$ cat src/rtl/multicycle_control_if.sv
// Control-unit <-> datapath bundle: opcode/zero in, decoded controls out.
// Latency: none (wires only).
// Backpressure: none; the control unit advances every cycle.
interface multicycle_control_if;
    logic [5:0] opcode;
    logic       zero;
    logic       pc_en;
    logic       iord;
    logic       mem_read;
    logic       mem_write;
    logic       ir_write;
    logic       reg_dst;
    logic       mem_to_reg;
    logic       reg_write;
    logic       alu_src_a;
    logic [1:0] alu_src_b;
    logic [1:0] alu_op;
    logic [1:0] pc_source;
    logic [3:0] state;
    logic       illegal_op;

    modport master (
        input  opcode, zero,
        output pc_en, iord, mem_read, mem_write, ir_write, reg_dst, mem_to_reg,
               reg_write, alu_src_a, alu_src_b, alu_op, pc_source, state, illegal_op
    );

    modport slave (
        output opcode, zero,
        input  pc_en, iord, mem_read, mem_write, ir_write, reg_dst, mem_to_reg,
               reg_write, alu_src_a, alu_src_b, alu_op, pc_source, state, illegal_op
    );
endinterface

$ cat src/rtl/multicycle_control.sv
// Multicycle MIPS-style Moore control FSM; ADDI path enabled by MC_CTRL_ADDI_EN.
// Latency: controls registered with the state; pc_en/illegal_op add combinational zero/opcode terms.
// Backpressure: none; one state step per clock, rst forces FETCH and zeroes all outputs.
module multicycle_control #(
    parameter logic [5:0] OP_RTYPE = 6'h00,
    parameter logic [5:0] OP_LW    = 6'h23,
    parameter logic [5:0] OP_SW    = 6'h2B,
    parameter logic [5:0] OP_BEQ   = 6'h04,
    parameter logic [5:0] OP_J     = 6'h02
) (
    input  logic                        clk,
    input  logic                        rst,
    multicycle_control_if.master        bus
);
`ifdef MC_CTRL_ADDI_EN
    localparam logic [5:0] OP_ADDI = 6'h08;
`endif

    typedef enum logic [3:0] {
        S_FETCH    = 4'd0,
        S_DECODE   = 4'd1,
        S_MEMADR   = 4'd2,
        S_MEMRD    = 4'd3,
        S_MEMWB    = 4'd4,
        S_MEMWR    = 4'd5,
        S_EXEC     = 4'd6,
        S_ALUWB    = 4'd7,
        S_BRANCH   = 4'd8,
        S_JUMP     = 4'd9
`ifdef MC_CTRL_ADDI_EN
        ,
        S_ADDIEXEC = 4'd10,
        S_ADDIWB   = 4'd11
`endif
    } state_t;

    typedef struct packed {
        logic       pc_write;
        logic       pc_write_cond;
        logic       iord;
        logic       mem_read;
        logic       mem_write;
        logic       ir_write;
        logic       reg_dst;
        logic       mem_to_reg;
        logic       reg_write;
        logic       alu_src_a;
        logic [1:0] alu_src_b;
        logic [1:0] alu_op;
        logic [1:0] pc_source;
    } ctrl_t;

    function automatic ctrl_t decode(input state_t s);
        ctrl_t c;
        c = '0;
        case (s)
            S_FETCH: begin
                c.mem_read  = 1'b1;
                c.ir_write  = 1'b1;
                c.alu_src_b = 2'b01;
                c.pc_write  = 1'b1;
            end
            S_DECODE:  c.alu_src_b = 2'b11;
            S_MEMADR: begin
                c.alu_src_a = 1'b1;
                c.alu_src_b = 2'b10;
            end
            S_MEMRD: begin
                c.mem_read = 1'b1;
                c.iord     = 1'b1;
            end
            S_MEMWB: begin
                c.reg_write  = 1'b1;
                c.mem_to_reg = 1'b1;
            end
            S_MEMWR: begin
                c.mem_write = 1'b1;
                c.iord      = 1'b1;
            end
            S_EXEC: begin
                c.alu_src_a = 1'b1;
                c.alu_op    = 2'b10;
            end
            S_ALUWB: begin
                c.reg_write = 1'b1;
                c.reg_dst   = 1'b1;
            end
            S_BRANCH: begin
                c.alu_src_a     = 1'b1;
                c.alu_op        = 2'b01;
                c.pc_source     = 2'b01;
                c.pc_write_cond = 1'b1;
            end
            S_JUMP: begin
                c.pc_source = 2'b10;
                c.pc_write  = 1'b1;
            end
`ifdef MC_CTRL_ADDI_EN
            S_ADDIEXEC: begin
                c.alu_src_a = 1'b1;
                c.alu_src_b = 2'b10;
            end
            S_ADDIWB:  c.reg_write = 1'b1;
`endif
            default:   c = '0;
        endcase
        return c;
    endfunction

    state_t state_q, state_d;
    ctrl_t  ctrl_q, ctrl_d;
    ctrl_t  ctrl_o;
    logic   op_legal;

    always_comb begin
        state_d  = S_FETCH;
        op_legal = 1'b1;
        case (state_q)
            S_FETCH: state_d = S_DECODE;
            S_DECODE: begin
                if (bus.opcode == OP_LW || bus.opcode == OP_SW) state_d = S_MEMADR;
                else if (bus.opcode == OP_RTYPE)                state_d = S_EXEC;
                else if (bus.opcode == OP_BEQ)                  state_d = S_BRANCH;
                else if (bus.opcode == OP_J)                    state_d = S_JUMP;
`ifdef MC_CTRL_ADDI_EN
                else if (bus.opcode == OP_ADDI)                 state_d = S_ADDIEXEC;
`endif
                else                                            op_legal = 1'b0;
            end
            // An opcode that changed under MEMADR falls back to FETCH with no memory access.
            S_MEMADR: begin
                if (bus.opcode == OP_LW)      state_d = S_MEMRD;
                else if (bus.opcode == OP_SW) state_d = S_MEMWR;
                else                          state_d = S_FETCH;
            end
            S_MEMRD:    state_d = S_MEMWB;
            S_EXEC:     state_d = S_ALUWB;
`ifdef MC_CTRL_ADDI_EN
            S_ADDIEXEC: state_d = S_ADDIWB;
`endif
            default:    state_d = S_FETCH;
        endcase
        ctrl_d = decode(state_d);
    end

    always_ff @(posedge clk) begin
        if (rst) begin
            state_q <= S_FETCH;
            ctrl_q  <= decode(S_FETCH);
        end else begin
            state_q <= state_d;
            ctrl_q  <= ctrl_d;
        end
    end

    // Reset gates every output combinationally so nothing leaks while rst is held.
    assign ctrl_o         = rst ? '0 : ctrl_q;
    assign bus.pc_en      = ctrl_o.pc_write | (ctrl_o.pc_write_cond & bus.zero);
    assign bus.iord       = ctrl_o.iord;
    assign bus.mem_read   = ctrl_o.mem_read;
    assign bus.mem_write  = ctrl_o.mem_write;
    assign bus.ir_write   = ctrl_o.ir_write;
    assign bus.reg_dst    = ctrl_o.reg_dst;
    assign bus.mem_to_reg = ctrl_o.mem_to_reg;
    assign bus.reg_write  = ctrl_o.reg_write;
    assign bus.alu_src_a  = ctrl_o.alu_src_a;
    assign bus.alu_src_b  = ctrl_o.alu_src_b;
    assign bus.alu_op     = ctrl_o.alu_op;
    assign bus.pc_source  = ctrl_o.pc_source;
    assign bus.state      = rst ? 4'd0 : state_q;
    assign bus.illegal_op = ~rst & (state_q == S_DECODE) & ~op_legal;
endmodule

$ cat src/flat_wrapper.sv
// flat-port wrapper written by rule: the top's interface ports become plain ports
module multicycle_control_flat 
#(
    parameter logic [5:0] OP_RTYPE = 6'h00,
    parameter logic [5:0] OP_LW    = 6'h23,
    parameter logic [5:0] OP_SW    = 6'h2B,
    parameter logic [5:0] OP_BEQ   = 6'h04,
    parameter logic [5:0] OP_J     = 6'h02
)
  (clk, rst, bus_opcode, bus_zero, bus_pc_en, bus_iord, bus_mem_read, bus_mem_write, bus_ir_write, bus_reg_dst, bus_mem_to_reg, bus_reg_write, bus_alu_src_a, bus_alu_src_b, bus_alu_op, bus_pc_source, bus_state, bus_illegal_op);
  multicycle_control_if bus_i ();
  input  logic clk;
  input  logic rst;
  input wire logic [$bits(bus_i.opcode)-1:0] bus_opcode;
  input wire logic [$bits(bus_i.zero)-1:0] bus_zero;
  output wire logic [$bits(bus_i.pc_en)-1:0] bus_pc_en;
  output wire logic [$bits(bus_i.iord)-1:0] bus_iord;
  output wire logic [$bits(bus_i.mem_read)-1:0] bus_mem_read;
  output wire logic [$bits(bus_i.mem_write)-1:0] bus_mem_write;
  output wire logic [$bits(bus_i.ir_write)-1:0] bus_ir_write;
  output wire logic [$bits(bus_i.reg_dst)-1:0] bus_reg_dst;
  output wire logic [$bits(bus_i.mem_to_reg)-1:0] bus_mem_to_reg;
  output wire logic [$bits(bus_i.reg_write)-1:0] bus_reg_write;
  output wire logic [$bits(bus_i.alu_src_a)-1:0] bus_alu_src_a;
  output wire logic [$bits(bus_i.alu_src_b)-1:0] bus_alu_src_b;
  output wire logic [$bits(bus_i.alu_op)-1:0] bus_alu_op;
  output wire logic [$bits(bus_i.pc_source)-1:0] bus_pc_source;
  output wire logic [$bits(bus_i.state)-1:0] bus_state;
  output wire logic [$bits(bus_i.illegal_op)-1:0] bus_illegal_op;
  assign bus_i.opcode = bus_opcode;
  assign bus_i.zero = bus_zero;
  assign bus_pc_en = bus_i.pc_en;
  assign bus_iord = bus_i.iord;
  assign bus_mem_read = bus_i.mem_read;
  assign bus_mem_write = bus_i.mem_write;
  assign bus_ir_write = bus_i.ir_write;
  assign bus_reg_dst = bus_i.reg_dst;
  assign bus_mem_to_reg = bus_i.mem_to_reg;
  assign bus_reg_write = bus_i.reg_write;
  assign bus_alu_src_a = bus_i.alu_src_a;
  assign bus_alu_src_b = bus_i.alu_src_b;
  assign bus_alu_op = bus_i.alu_op;
  assign bus_pc_source = bus_i.pc_source;
  assign bus_state = bus_i.state;
  assign bus_illegal_op = bus_i.illegal_op;
  multicycle_control #(.OP_RTYPE(OP_RTYPE), .OP_LW(OP_LW), .OP_SW(OP_SW), .OP_BEQ(OP_BEQ), .OP_J(OP_J)) u_core (.clk(clk), .rst(rst), .bus(bus_i));
endmodule
$ cat config.mk
export PLATFORM = sky130hd
export DESIGN_NAME = multicycle_control_flat
export DESIGN_NICKNAME = d
export VERILOG_FILES = /design/src/rtl/multicycle_control_if.sv /design/src/rtl/multicycle_control.sv /design/src/flat_wrapper.sv
export SDC_FILE = /design/constraint.sdc
export NUM_CORES = 1
export LEC_CHECK = 0
export ABC_AREA = 1
export ABC_CLOCK_PERIOD_IN_PS = 1200
export CAP_MARGIN = 20
export CORE_ASPECT_RATIO = 0.7
export CORE_MARGIN = 2
export CORE_UTILIZATION = 28
export DETAILED_ROUTE_END_ITERATION = 16
export PLACE_DENSITY = 0.54
export SETUP_SLACK_MARGIN = 0.4
export SLEW_MARGIN = 20
export SYNTH_ARGS = -nofsm -noshare
export SYNTH_HDL_FRONTEND = slang
export SYNTH_SLANG_ARGS = --single-unit
$ cat constraint.sdc
create_clock -name clk -period 1.2 [get_ports clk]
set_input_delay 0.24 -clock clk [delete_from_list [all_inputs] [get_ports clk]]
set_output_delay 0.24 -clock clk [all_outputs]
set_load 0.01 [all_outputs]
==> reports/metrics.csv <==
metric,value,unit
holdWs,0.269,ns
core-area,0.00319,sq mm
grt_busiest_layer,met2,
cp.arrival,1.13,ns
fin_cells,254,
hold_class,in2reg,
leakagePower,1.01,nW
rsz0062_at_grt,yes,
rows,17,
yosysSeqAreaShare,0.401,
antenna_found_initial,0,
clk_pin_slew_worst_paths,0.07,ns
io_buffers,28,
ant_nets,0,
first_pass_iters,4,
nFillCells,280,
p_total,0.00142,W
clock_latency,0.26,ns
peakVddDrop,0.000507,V
synth_edf_count,0,
syn_inst,149,
cts_tree,done,
drt-wirelength-per-cell,12.2,um
pin_count,29,
hold_buffers,0,
layout.nets,226,
grt_start_max_net_pins,12,
synthTopCellsByArea,"dfxtp_1 (40%), inv_1 (14%), nor2_1 (13%)",
synthTopCellsByCount,"inv_1 (35), nor2_1 (34), nand2_1 (22), dfxtp_1 (19), nand3_1 (13)",
synth.most_common_cell,inv_1,
synth_seq_cells,19,
synth_warnings,0,
netlist.area_leader.share,0.401,
crit_path_start,u_core.state_q[2],
worstSetupPathType,reg2out,
period_minus_slack,1.37,ns
max_cap_violations,0,
setup_tns,-1.69,ns
syn-cell-area,950,sq um
min_from,rst,
grt_pass1_wl,4640,um
period_share,1.14,
viasPerCell,4.45,
vias,1130,
track_usage,0.164,
path_max_fanout,2,
grt_util_met3,0.0481,
drc_errors,0,
dieArea,0.00388,sq mm
postSynthAreaPerCell,6.37,sq um
setup_viol,15,
hold_violations,0,
grt_overflow,0,
fin_util,0.630,
routabilityCongestion,0.809,
cp-end-kind,output port,
cts_buffer_depth,2,
die_w,73.6,um
startpoint_type,flop,
die-height,52.7,um
wl,3100,um
synthToLayoutAreaGrowth,112,%
ys.flop_type,dfxtp_1,
hpwl,2320,um
layout-drive-gt1-share,0.815,
grt_pass1_vias,1034,
htreeDepth,1,
finalMaxSlewViolations,0,
timing.rr.start,u_core.state_q[2],
dp_cells,240,
cts_sinks,19,
max_freq,0.729,GHz
tightestPinTransition,0.306,ns
grtUsageMet2,0.263,
cts_buffers,3,
finalClockSkew,0.00473,ns
relSlewSlack,0.796,
layout_setup_ws,-0.172,ns
synth_largest_area_cell,dfxtp_1,
worstPathRequired,0.96,ns
postSynthNetCount,158,
violations,setup timing,
yosysUniqueCellTypes,17,
use_met1,0.215,
root_buffer,clkbuf_8,
first_iter_violations,46,
async_flop_share,0,
num_antenna_cells,0,
cellPowerDensity,708,mW/mm^2
start_util,0.298,
status,finished with violations,
## critical path, cell delays in order (launching register included)
cell	delay, ns
dfxtp_4	0.36
nor2_4	0.13
nand3_4	0.09
nor4_4	0.12
buf_2	0.16
## cells by family after synthesis
kind of cell,count (synthesis),synth area share
AND/OR/NAND/NOR,84,0.408
AO/OA/AOI/OAI,4,0.0211
buffers and inverters,42,0.170
flip-flops,19,0.401
## per-stage QoR
step           setup slack, ns  instance area, sq um
6_report                -0.172                  2010
5_1_grt                 -0.260                  2010
4_1_cts                 -0.177                  1860
3_5_place_dp            -0.938                  1670
3_3_place_gp            -0.888                  1670
2_1_floorplan           0.0996                  1190
## worst paths after layout
path / end / slack (ns) / depth (start not counted)
worst max-delay path: bus_illegal_op / -0.17 / 4
worst min-delay path: u_core.ctrl_q[9] / 0.27 / 2
worst max register to register: u_core.ctrl_q[12] / -0.17 / 9
worst min register to register: u_core.ctrl_q[8] / 0.63 / 3
## placed cells by master, fill, tap and decap left out
| master | n |
|---|---|
| nor4_4 | 1 |
| buf_6 | 24 |
| buf_4 | 32 |
| nor2_4 | 20 |
| nand3_1 | 4 |
| clkbuf_2 | 1 |
| clkdlybuf4s15_2 | 3 |
| o21ai_1 | 1 |
| buf_2 | 4 |
| dlygate4sd2_1 | 1 |
| nand4_1 | 1 |
| nand2_4 | 6 |
| nand2_1 | 11 |
| inv_2 | 24 |
| a21oi_2 | 2 |
| clkdlybuf4s15_1 | 1 |
| nor2_1 | 10 |
| nand3_2 | 7 |
| dfxtp_2 | 17 |
| dfxtp_4 | 2 |
| nor3_1 | 1 |
| inv_6 | 1 |
| nor2_2 | 7 |
| clkinv_2 | 1 |
| a21oi_4 | 1 |
| nand2_2 | 10 |
| inv_8 | 1 |
| nand3_4 | 6 |
| inv_4 | 2 |
| buf_8 | 1 |
| inv_1 | 10 |
| clkbuf_8 | 3 |
## layout make-up
type | count | area [sq um] | area share
Multi-Input combinational cell | 88 | 744 | 0.370
Clock buffer | 3 | 41.3 | 0.0205
Tap cell | 38 | 47.5 | 0.0236
Clock inverter | 1 | 5.00 | 0.00249
Timing Repair Buffer | 67 | 603 | 0.300
Inverter | 38 | 160 | 0.0797
Sequential cell | 19 | 409 | 0.203
## sequential cells by signal, summed over array words and instances, names as in the netlist
name            count
u_core.ctrl_q      15
u_core.state_q      4
## layer usage
metal,wire length (um),share of wire
met5,0,0
met4,29,0.0094
met3,117,0.038
met2,1550,0.50
met1,1410,0.45
## power breakdown
group	internal, W	switching [W]	leakage (nW)	total (W)
combinational	0.000151	0.000168	0.820	0.000319
sequential	0.000647	0.0000122	0.162	0.000659
clock	0.000231	0.000214	0.0255	0.000445
total	0.00103	0.000394	1.01	0.00142
## timing repair
| item | CTS | global route |
|---|---|---|
| pin swaps | 18 | 9 |
| setup endpoints to repair | 39 | 39 |
| buffers inserted | 6 | 4 |
| resized for setup | 167 | 36 |
| cloned | 0 | 0 |
| hold endpoints to repair | 0 | 0 |
Power figures use the tool's default switching activity.
